--- config.mk ---
export PLATFORM = sky130hd
export DESIGN_NAME = syscall_unit
export DESIGN_NICKNAME = d
export VERILOG_FILES = /design/src/rtl/syscall_unit.sv
export SDC_FILE = /design/constraint.sdc
export NUM_CORES = 1
export LEC_CHECK = 0
export ABC_CLOCK_PERIOD_IN_PS = 14650
export BUFFER_PORTS_ARGS = -buffer_cell sky130_fd_sc_hd__buf_2
export CORE_MARGIN = 2
export CORE_UTILIZATION = 40
export CTS_BUF_LIST = sky130_fd_sc_hd__clkbuf_8 sky130_fd_sc_hd__clkbuf_16
export CTS_CLUSTER_SIZE = 8
export DETAILED_ROUTE_END_ITERATION = 8
export GPL_TIMING_DRIVEN = 0
export MAX_ROUTING_LAYER = met4
export SETUP_SLACK_MARGIN = 0.4
export SYNTH_ARGS = -nofsm -noshare
export SYNTH_HDL_FRONTEND = slang
export SYNTH_SLANG_ARGS = --single-unit
--- constraint.sdc ---
create_clock -name clk -period 14.65 [get_ports clk]
set_clock_uncertainty 0.2 [all_clocks]
set_input_delay 0.7325 -clock clk [delete_from_list [all_inputs] [get_ports clk]]
set_output_delay 0.7325 -clock clk [all_outputs]
set_load 0.01 [all_outputs]
--- src/rtl/syscall_unit.sv ---
// Console syscall helper: prints a signed decimal integer or a single byte over a
// valid/ready byte stream, or halts the CPU. Stalls the pipeline while it is busy.
module syscall_unit #(
  parameter int unsigned V0_PRINT_INT  = 1,
  parameter int unsigned V0_EXIT       = 10,
  parameter int unsigned V0_PRINT_CHAR = 11
) (
  input  logic        clk,
  input  logic        rst,
  input  logic        syscall,
  input  logic [31:0] v0,
  input  logic [31:0] a0,
  output logic [7:0]  tx_data,
  output logic        tx_valid,
  input  logic        tx_ready,
  output logic        stall,
  output logic        halted,
  output logic        bad_code
);

  localparam int unsigned NDIG = 10;
  localparam int unsigned CW   = 4;

  typedef enum logic [2:0] {
    IDLE, CONV, EMIT_SIGN, EMIT_DIG, EMIT_CHAR, HALT
  } state_t;

  state_t          state, state_n;
  logic            syscall_q;
  logic [31:0]     mag, mag_n, mag_div;
  logic [CW-1:0]   mag_mod;
  logic            neg, neg_n;
  logic [CW-1:0]   cnt, cnt_n, idx, idx_n, idx_m1;
  logic [CW-1:0]   dig_buf [NDIG];
  logic            dig_we;
  logic [7:0]      tx_data_n;
  logic            tx_valid_n, halted_n, bad_n;
  logic            accept;

  assign accept  = (state == IDLE) && syscall && !syscall_q;
  assign stall   = (state != IDLE) || accept;
  assign mag_div = mag / 32'd10;
  assign mag_mod = CW'(mag % 32'd10);
  assign idx_m1  = idx - CW'(1);

  // State and datapath registers
  always_ff @(posedge clk or posedge rst) begin
    if (rst) begin
      state     <= IDLE;
      syscall_q <= 1'b0;
      mag       <= '0;
      neg       <= 1'b0;
      cnt       <= '0;
      idx       <= '0;
      tx_data   <= '0;
      tx_valid  <= 1'b0;
      halted    <= 1'b0;
      bad_code  <= 1'b0;
      for (int i = 0; i < NDIG; i++) dig_buf[i] <= '0;
    end else begin
      state     <= state_n;
      syscall_q <= syscall;
      mag       <= mag_n;
      neg       <= neg_n;
      cnt       <= cnt_n;
      idx       <= idx_n;
      tx_data   <= tx_data_n;
      tx_valid  <= tx_valid_n;
      halted    <= halted_n;
      bad_code  <= bad_n;
      if (dig_we) dig_buf[cnt] <= mag_mod;
    end
  end

  // Next-state and next-output logic; tx_* are computed one cycle ahead
  always_comb begin
    state_n    = state;
    mag_n      = mag;
    neg_n      = neg;
    cnt_n      = cnt;
    idx_n      = idx;
    tx_data_n  = tx_data;
    tx_valid_n = 1'b0;
    halted_n   = halted;
    bad_n      = 1'b0;
    dig_we     = 1'b0;
    case (state)
      IDLE: begin
        if (accept) begin
          if (v0 == 32'(V0_PRINT_CHAR)) begin
            state_n    = EMIT_CHAR;
            tx_data_n  = a0[7:0];
            tx_valid_n = 1'b1;
          end else if (v0 == 32'(V0_PRINT_INT)) begin
            state_n = CONV;
            neg_n   = a0[31];
            mag_n   = a0[31] ? (~a0 + 32'd1) : a0;
            cnt_n   = '0;
          end else if (v0 == 32'(V0_EXIT)) begin
            state_n  = HALT;
            halted_n = 1'b1;
          end else begin
            bad_n = 1'b1;
          end
        end
      end
      CONV: begin
        dig_we = 1'b1;
        mag_n  = mag_div;
        cnt_n  = cnt + CW'(1);
        // The digit written on the final pass is the most significant one
        if (mag_div == 32'd0) begin
          idx_n      = cnt;
          tx_valid_n = 1'b1;
          if (neg) begin
            state_n   = EMIT_SIGN;
            tx_data_n = 8'h2D;
          end else begin
            state_n   = EMIT_DIG;
            tx_data_n = 8'h30 + {4'h0, mag_mod};
          end
        end
      end
      EMIT_SIGN: begin
        tx_valid_n = 1'b1;
        if (tx_ready) begin
          state_n   = EMIT_DIG;
          tx_data_n = 8'h30 + {4'h0, dig_buf[idx]};
        end
      end
      EMIT_DIG: begin
        tx_valid_n = 1'b1;
        if (tx_ready) begin
          if (idx == '0) begin
            state_n    = IDLE;
            tx_valid_n = 1'b0;
          end else begin
            idx_n     = idx_m1;
            tx_data_n = 8'h30 + {4'h0, dig_buf[idx_m1]};
          end
        end
      end
      EMIT_CHAR: begin
        tx_valid_n = 1'b1;
        if (tx_ready) begin
          state_n    = IDLE;
          tx_valid_n = 1'b0;
        end
      end
      HALT: begin
        halted_n = 1'b1;
      end
      default: state_n = IDLE;
    endcase
  end

endmodule
==> impl_metrics.yaml, run 1 <==
logic_synthesis:
  netlist_area_um2: 11500
  synth_cell_types: 122
  syn_nets: 1565
  syn_inst: 1489
  synthAdderAreaFrac: 0.0130
  synth.most_common_cell: "nand2_1"
  synth_compound_area_frac: 0.319
  syn_area_per_cell_um2: 7.74
  synthFlopType: "dfrtp_1"
  synth_seq_cells: 96
  synthSimpleGateAreaFrac: 0.242
  yosysWarningCount: 0
  synth_common_cells: "nand2_1 (151), nor2_1 (129), o21ai_0 (115), dfrtp_1 (96), a21oi_1 (92)"
  synth_top_family_by_area: "compound AO/OA/AOI/OAI gates"
  synthTopCellsByArea: "dfrtp_1 (21%), o21ai_0 (5.0%), nand2_1 (4.9%), mux2_2 (4.3%), nor2_1 (4.2%)"
  synthXorXnorAreaFrac: 0.0439
  yosysSeqAreaShare: 0.208
  muxShareOfSynthArea: 0.111
  async_flop_share: 1.00
  synth_top_cell_area_share: 0.208
  yosysTopAreaCell: "dfrtp_1"
  synth_edf_count: 0
floorplan:
  ios: 80
  dieArea_um2: 30200
  rows: 62
  core_area_um2: 28500
  fp.dieW_um: 174
  start_util: 0.404
  fp.dieH_um: 174
critical_path:
  reg2reg_to: "tx_data[2]"
  worstPathArrival_ns: 13.54
  path_class: "reg2reg"
  r2r_slack_ns: 1.13
  rr_startpoint: "mag[30]"
  required_ns: 14.67
  path_max_fanout: 10
  slowest_delay_ns: 0.50
  slowest_stage: "a2111o_1"
  critPathLaunchType: "flop"
  cp-end-kind: "flop"
  r2r_cells: 51
clocking:
  cts_root_buf: "clkbuf_16"
  clk_pin_slew_ns: 0.07
  cts_buffers: 9
  cts_tree: "yes"
  clock_path_buffers: 2
  clk_latency_ns: 0.36
  cts_sinks: 96
  ctsHtreeMaxLevel: 3
route:
  wirelength_um: 37400
  drc: 0
  vias_per_cell: 6.18
  drt_first_pass_iters: 5
  drt.antenna.violating_nets: 0
  wl_per_cell_um: 18.9
  drt_iter0_drc: 1214
  num_vias: 12276
global_routing:
  grt_pass1_wl_um: 61300
  grt_max_degree: 55
  antenna_found_initial: 6
  grt_pass1_vias: 11590
  overflow: 0
  grt_usage: 0.251
cells_and_area:
  n_fill_cell: 2970
  layout.nets: 1664
  area_growth_pct: 12.6
  drive_above_1_share: 0.186
flow_run:
  maxCapViolations: 0
timing:
  rsz0062_at_grt: "no"
  fmaxAchievable_mhz: 74.0
  relSlewSlack: 0.436
  tightest_slew_ns: 0.846
  final-hold-violation-count: 0
  drv_slew: 0
  setup_viol: 0
  finalCritPeriodShare: 0.923
  finalCriticalPeriod_ns: 13.52
  final.setup.tns_ns: 0
place:
  hpwl_um: 28300
  port_buffers: 79
  globalplace.congestion: 0.946
status:
  outcome: "complete, no violations"
min_path:
  hold_path.class: "in2async"
[timing repair]
| action | in CTS | in global routing |
|---|---|---|
| gates resized for setup | 0 | 21 |
| setup endpoints to repair | 0 | 42 |
| hold buffers | 0 | 0 |
| buffers inserted | 0 | 8 |
[layer usage]
metal,part of all wire,GRT usage,routed length (um),vias up
met1,0.46,0.337,17100,5924
met5,0,-,0,-
met2,0.46,0.394,17300,442
met3,0.056,0.0322,2090,60
met4,0.025,0.0777,939,0
li1,-,-,-,5850
[placed cells by master (no fill, tap or decap), types with 13 or more instances in the layout]
cell and n:
o211ai_1 14, nand3_1 49, nand2_1 151, a21oi_1 91, o31ai_1 27, clkbuf_1 77
nor3_1 58, o2111ai_1 13, a31oi_1 22, nor2_1 129, inv_1 40, buf_4 14
mux2_2 44, mux2i_1 32, nor4_1 22, nand2b_1 16, nand4_1 19, xnor2_1 34
mux4_2 17, xor2_1 19, dfrtp_1 96, buf_2 109, o21ai_0 115, o21ai_1 19
[state kept, by name, indices dropped and copies added (netlist names)]
| name | count |
|---|---|
| bad_code | 1 |
| cnt | 4 |
| dig_buf | 40 |
| halted | 1 |
| idx | 4 |
| mag | 32 |
| neg | 1 |
| state | 3 |
| syscall_q | 1 |
| tx_data | 8 |
| tx_valid | 1 |
[worst max-delay path by stage]
stage	start	slack, ns	end
4_1_cts	mag[31]	0.89	tx_data[2]
6_report	mag[30]	1.13	tx_data[2]
5_1_grt	mag[30]	0.35	tx_data[2]
3_3_place_gp	mag[31]	0.97	tx_data[2]
3_5_place_dp	mag[31]	0.95	tx_data[2]
2_1_floorplan	mag[31]	3.12	dig_buf[11]
[area by class of cell]
cell class | instances | area, um^2 | share of cell area
Multi-Input combinational cell | 1224 | 8550 | 0.658
Sequential cell | 96 | 2400 | 0.185
Buffer | 119 | 537 | 0.0414
Timing Repair Buffer | 88 | 483 | 0.0372
Tap cell | 384 | 480 | 0.0370
Clock buffer | 9 | 225 | 0.0174
Inverter | 50 | 190 | 0.0147
Clock inverter | 7 | 95.1 | 0.00733
Antenna cell | 8 | 20.0 | 0.00154
[per-stage QoR]
step | hold slack [ns] | instances | cell area [um^2] | util | setup WS (ns)
2_1_floorplan | 0.261 | 1489 | 11500 | - | 3.12
3_3_place_gp | 0.261 | 1952 | 12400 | 0.434 | 0.972
3_5_place_dp | 0.270 | 1953 | 12400 | 0.435 | 0.949
4_1_cts | 0.265 | 1969 | 12700 | 0.447 | 0.885
5_1_grt | 0.284 | 1983 | 13000 | 0.455 | 0.348
6_report | 0.237 | 1985 | 13000 | 0.455 | 1.13
[logic make-up (layout without fill, tap and decap cells)]
kind of cell | count (synthesis) | count (layout)
and+or+nand+nor | 551 | 551
AOI/OAI and AO/OA | 504 | 504
buffers and inverters | 169 | 273
muxes | 100 | 100
DFF | 96 | 96
xor gates and xnor gates | 56 | 56
adders and majority gates | 13 | 13
other | 0 | 8
[critical path: cells and delay by family, from the launching register on]
family,cells,cell delay (ns)
AO/OA/AOI/OAI,27,7.47
AND/OR/NAND/NOR,9,1.99
buffers and inverters,8,1.45
multiplexers,4,1.23
flip-flops,1,0.49
XOR/XNOR,2,0.42
adder cells (fa/ha/maj),1,0.12
Power of run 1 is left out: the tool's default activity adds up to more than one toggle a clock period on the data nets, which glitch-free logic cannot reach.
==> run 2, diff against run 1 <==
--- a/config.mk
+++ b/config.mk
@@ -14,6 +14,7 @@
 export DETAILED_ROUTE_END_ITERATION = 8
 export GPL_TIMING_DRIVEN = 0
 export MAX_ROUTING_LAYER = met4
+export PLACE_DENSITY = 0.54
 export SETUP_SLACK_MARGIN = 0.4
 export SYNTH_ARGS = -nofsm -noshare
 export SYNTH_HDL_FRONTEND = slang
==> run 2 against run 1 <==
  * Setup slack improved by 0.018 ns
  * Non-clock buffer count rose by 3
  * Final cell count barely moved
  * Via count fell by 1.2%
  * Largest cell class unchanged
  * Global-route usage rose by 0.74 points
  * Core utilization barely moved
==> impl_metrics.yaml, run 2 (synthesis gave the netlist of run 1 again) <==
timing:
  relSlewSlack: 0.428
  drv_slew: 0
  final.setup.tns_ns: 0
  finalCritPeriodShare: 0.922
  rsz0062_at_grt: "no"
  tightest_slew_ns: 0.858
  fmaxAchievable_mhz: 74.1
  final-hold-violation-count: 0
  setup_slack_ns: 1.15
  finalCriticalPeriod_ns: 13.50
  setup_viol: 0
clocking:
  cts_buffers: 9
  clk_latency_ns: 0.36
  cts_sinks: 96
  hold_buffers: 0
  ctsHtreeMaxLevel: 3
  cts_tree: "yes"
  cts_root_buf: "clkbuf_16"
  clock_path_buffers: 2
  clk_pin_slew_ns: 0.08
floorplan:
  fp.dieW_um: 174
  fp.dieH_um: 174
  dieArea_um2: 30200
  ios: 80
  core_area_um2: 28500
  rows: 62
  start_util: 0.404
critical_path:
  crit_family: "compound AO/OA/AOI/OAI gates"
  worstPathArrival_ns: 13.54
  slowest_stage: "or4_1"
  cp_common_cell: "buf_2"
  rr_startpoint: "mag[27]"
  r2r_cells: 51
  path_class: "reg2reg"
  crit_buf_inv: 8
  cp-end-kind: "flop"
  slowest_delay_ns: 0.65
  path_max_fanout: 10
  reg2reg_to: "tx_data[2]"
  critPathLaunchType: "flop"
  required_ns: 14.69
  r2r_slack_ns: 1.15
flow_run:
  maxCapViolations: 0
global_routing:
  grt_pass1_vias: 11375
  overflow: 0
  grt_usage: 0.258
  antenna_found_initial: 4
  grt_pass1_wl_um: 62500
  grt_max_degree: 58
cells_and_area:
  final_common_cell: "nand2_1"
  top_regs: "dig_buf: 40 flops, mag: 32 flops, tx_data: 8 flops"
  top_register: "dig_buf"
  n_fill_cell: 2968
  largest_reg_flops: 40
  multi_input_area_um2: 8540
  area_growth_pct: 12.6
  final_cell_mix: "nand2_1 (151), nor2_1 (128), o21ai_0 (115)"
  drive_above_1_share: 0.188
  seqCellArea_um2: 2400
  layout.nets: 1667
route:
  met3WireLength_um: 1790
  wl_per_cell_um: 19.4
  top_layer: "met4"
  num_vias: 12134
  drt_first_pass_iters: 6
  met1_length_um: 17900
  vias_per_cell: 6.12
  wl_met2_um: 18100
  drt_iter0_drc: 1032
  drc: 0
  wirelength_um: 38400
  drt.antenna.violating_nets: 0
place:
  hpwl_um: 29100
  globalplace.congestion: 0.930
  port_buffers: 79
  post-place-ws_ns: 0.883
status:
  outcome: "complete, no violations"
min_path:
  hold_path.class: "in2async"
[run 2: stage by stage]
stage	utilization	hold WS [ns]	std cells	cell area (um^2)
6_report	0.455	0.235	1984	13000
5_1_grt	0.455	0.277	1984	13000
4_1_cts	0.446	0.246	1969	12700
3_5_place_dp	0.435	0.267	1953	12400
3_3_place_gp	0.434	0.262	1952	12400
2_1_floorplan	-	0.261	1489	11500
[run 2: repair_timing]
action	4_1_cts	5_1_grt
setup endpoints to repair	0	45
buffers inserted	0	11
endpoints found under the hold margin	0	0
resized for setup	0	22
[run 2: how the worst max path moves through the flow]
stage | cells after the start | slack (ns) | to | startpoint
finish | 51 | 1.15 | tx_data[2] | mag[27]
global route | 52 | 0.38 | tx_data[2] | mag[27]
CTS | 52 | 0.83 | tx_data[2] | mag[31]
detailed placement | 52 | 0.88 | tx_data[2] | mag[31]
global placement | 52 | 0.91 | tx_data[2] | mag[31]
floorplan | 51 | 3.12 | dig_buf[11] | mag[31]
[run 2: cell type report]
type	instances	area share
multi-input combinational	1224	0.658
clock inverter	7	0.00684
antenna	4	0.000771
sequential	96	0.185
inverter	50	0.0147
tap	384	0.0370
buffer	119	0.0415
clock buffer	9	0.0173
timing repair buffer	91	0.0389
[run 2: routing by layer]
metal / vias up / global-route usage
met3: 44 / 0.0274
li1: 5851 / -
met1: 5864 / 0.352
met5: - / -
met4: 0 / 0.0616
met2: 375 / 0.413
Power of run 2 is left out for the same reason.
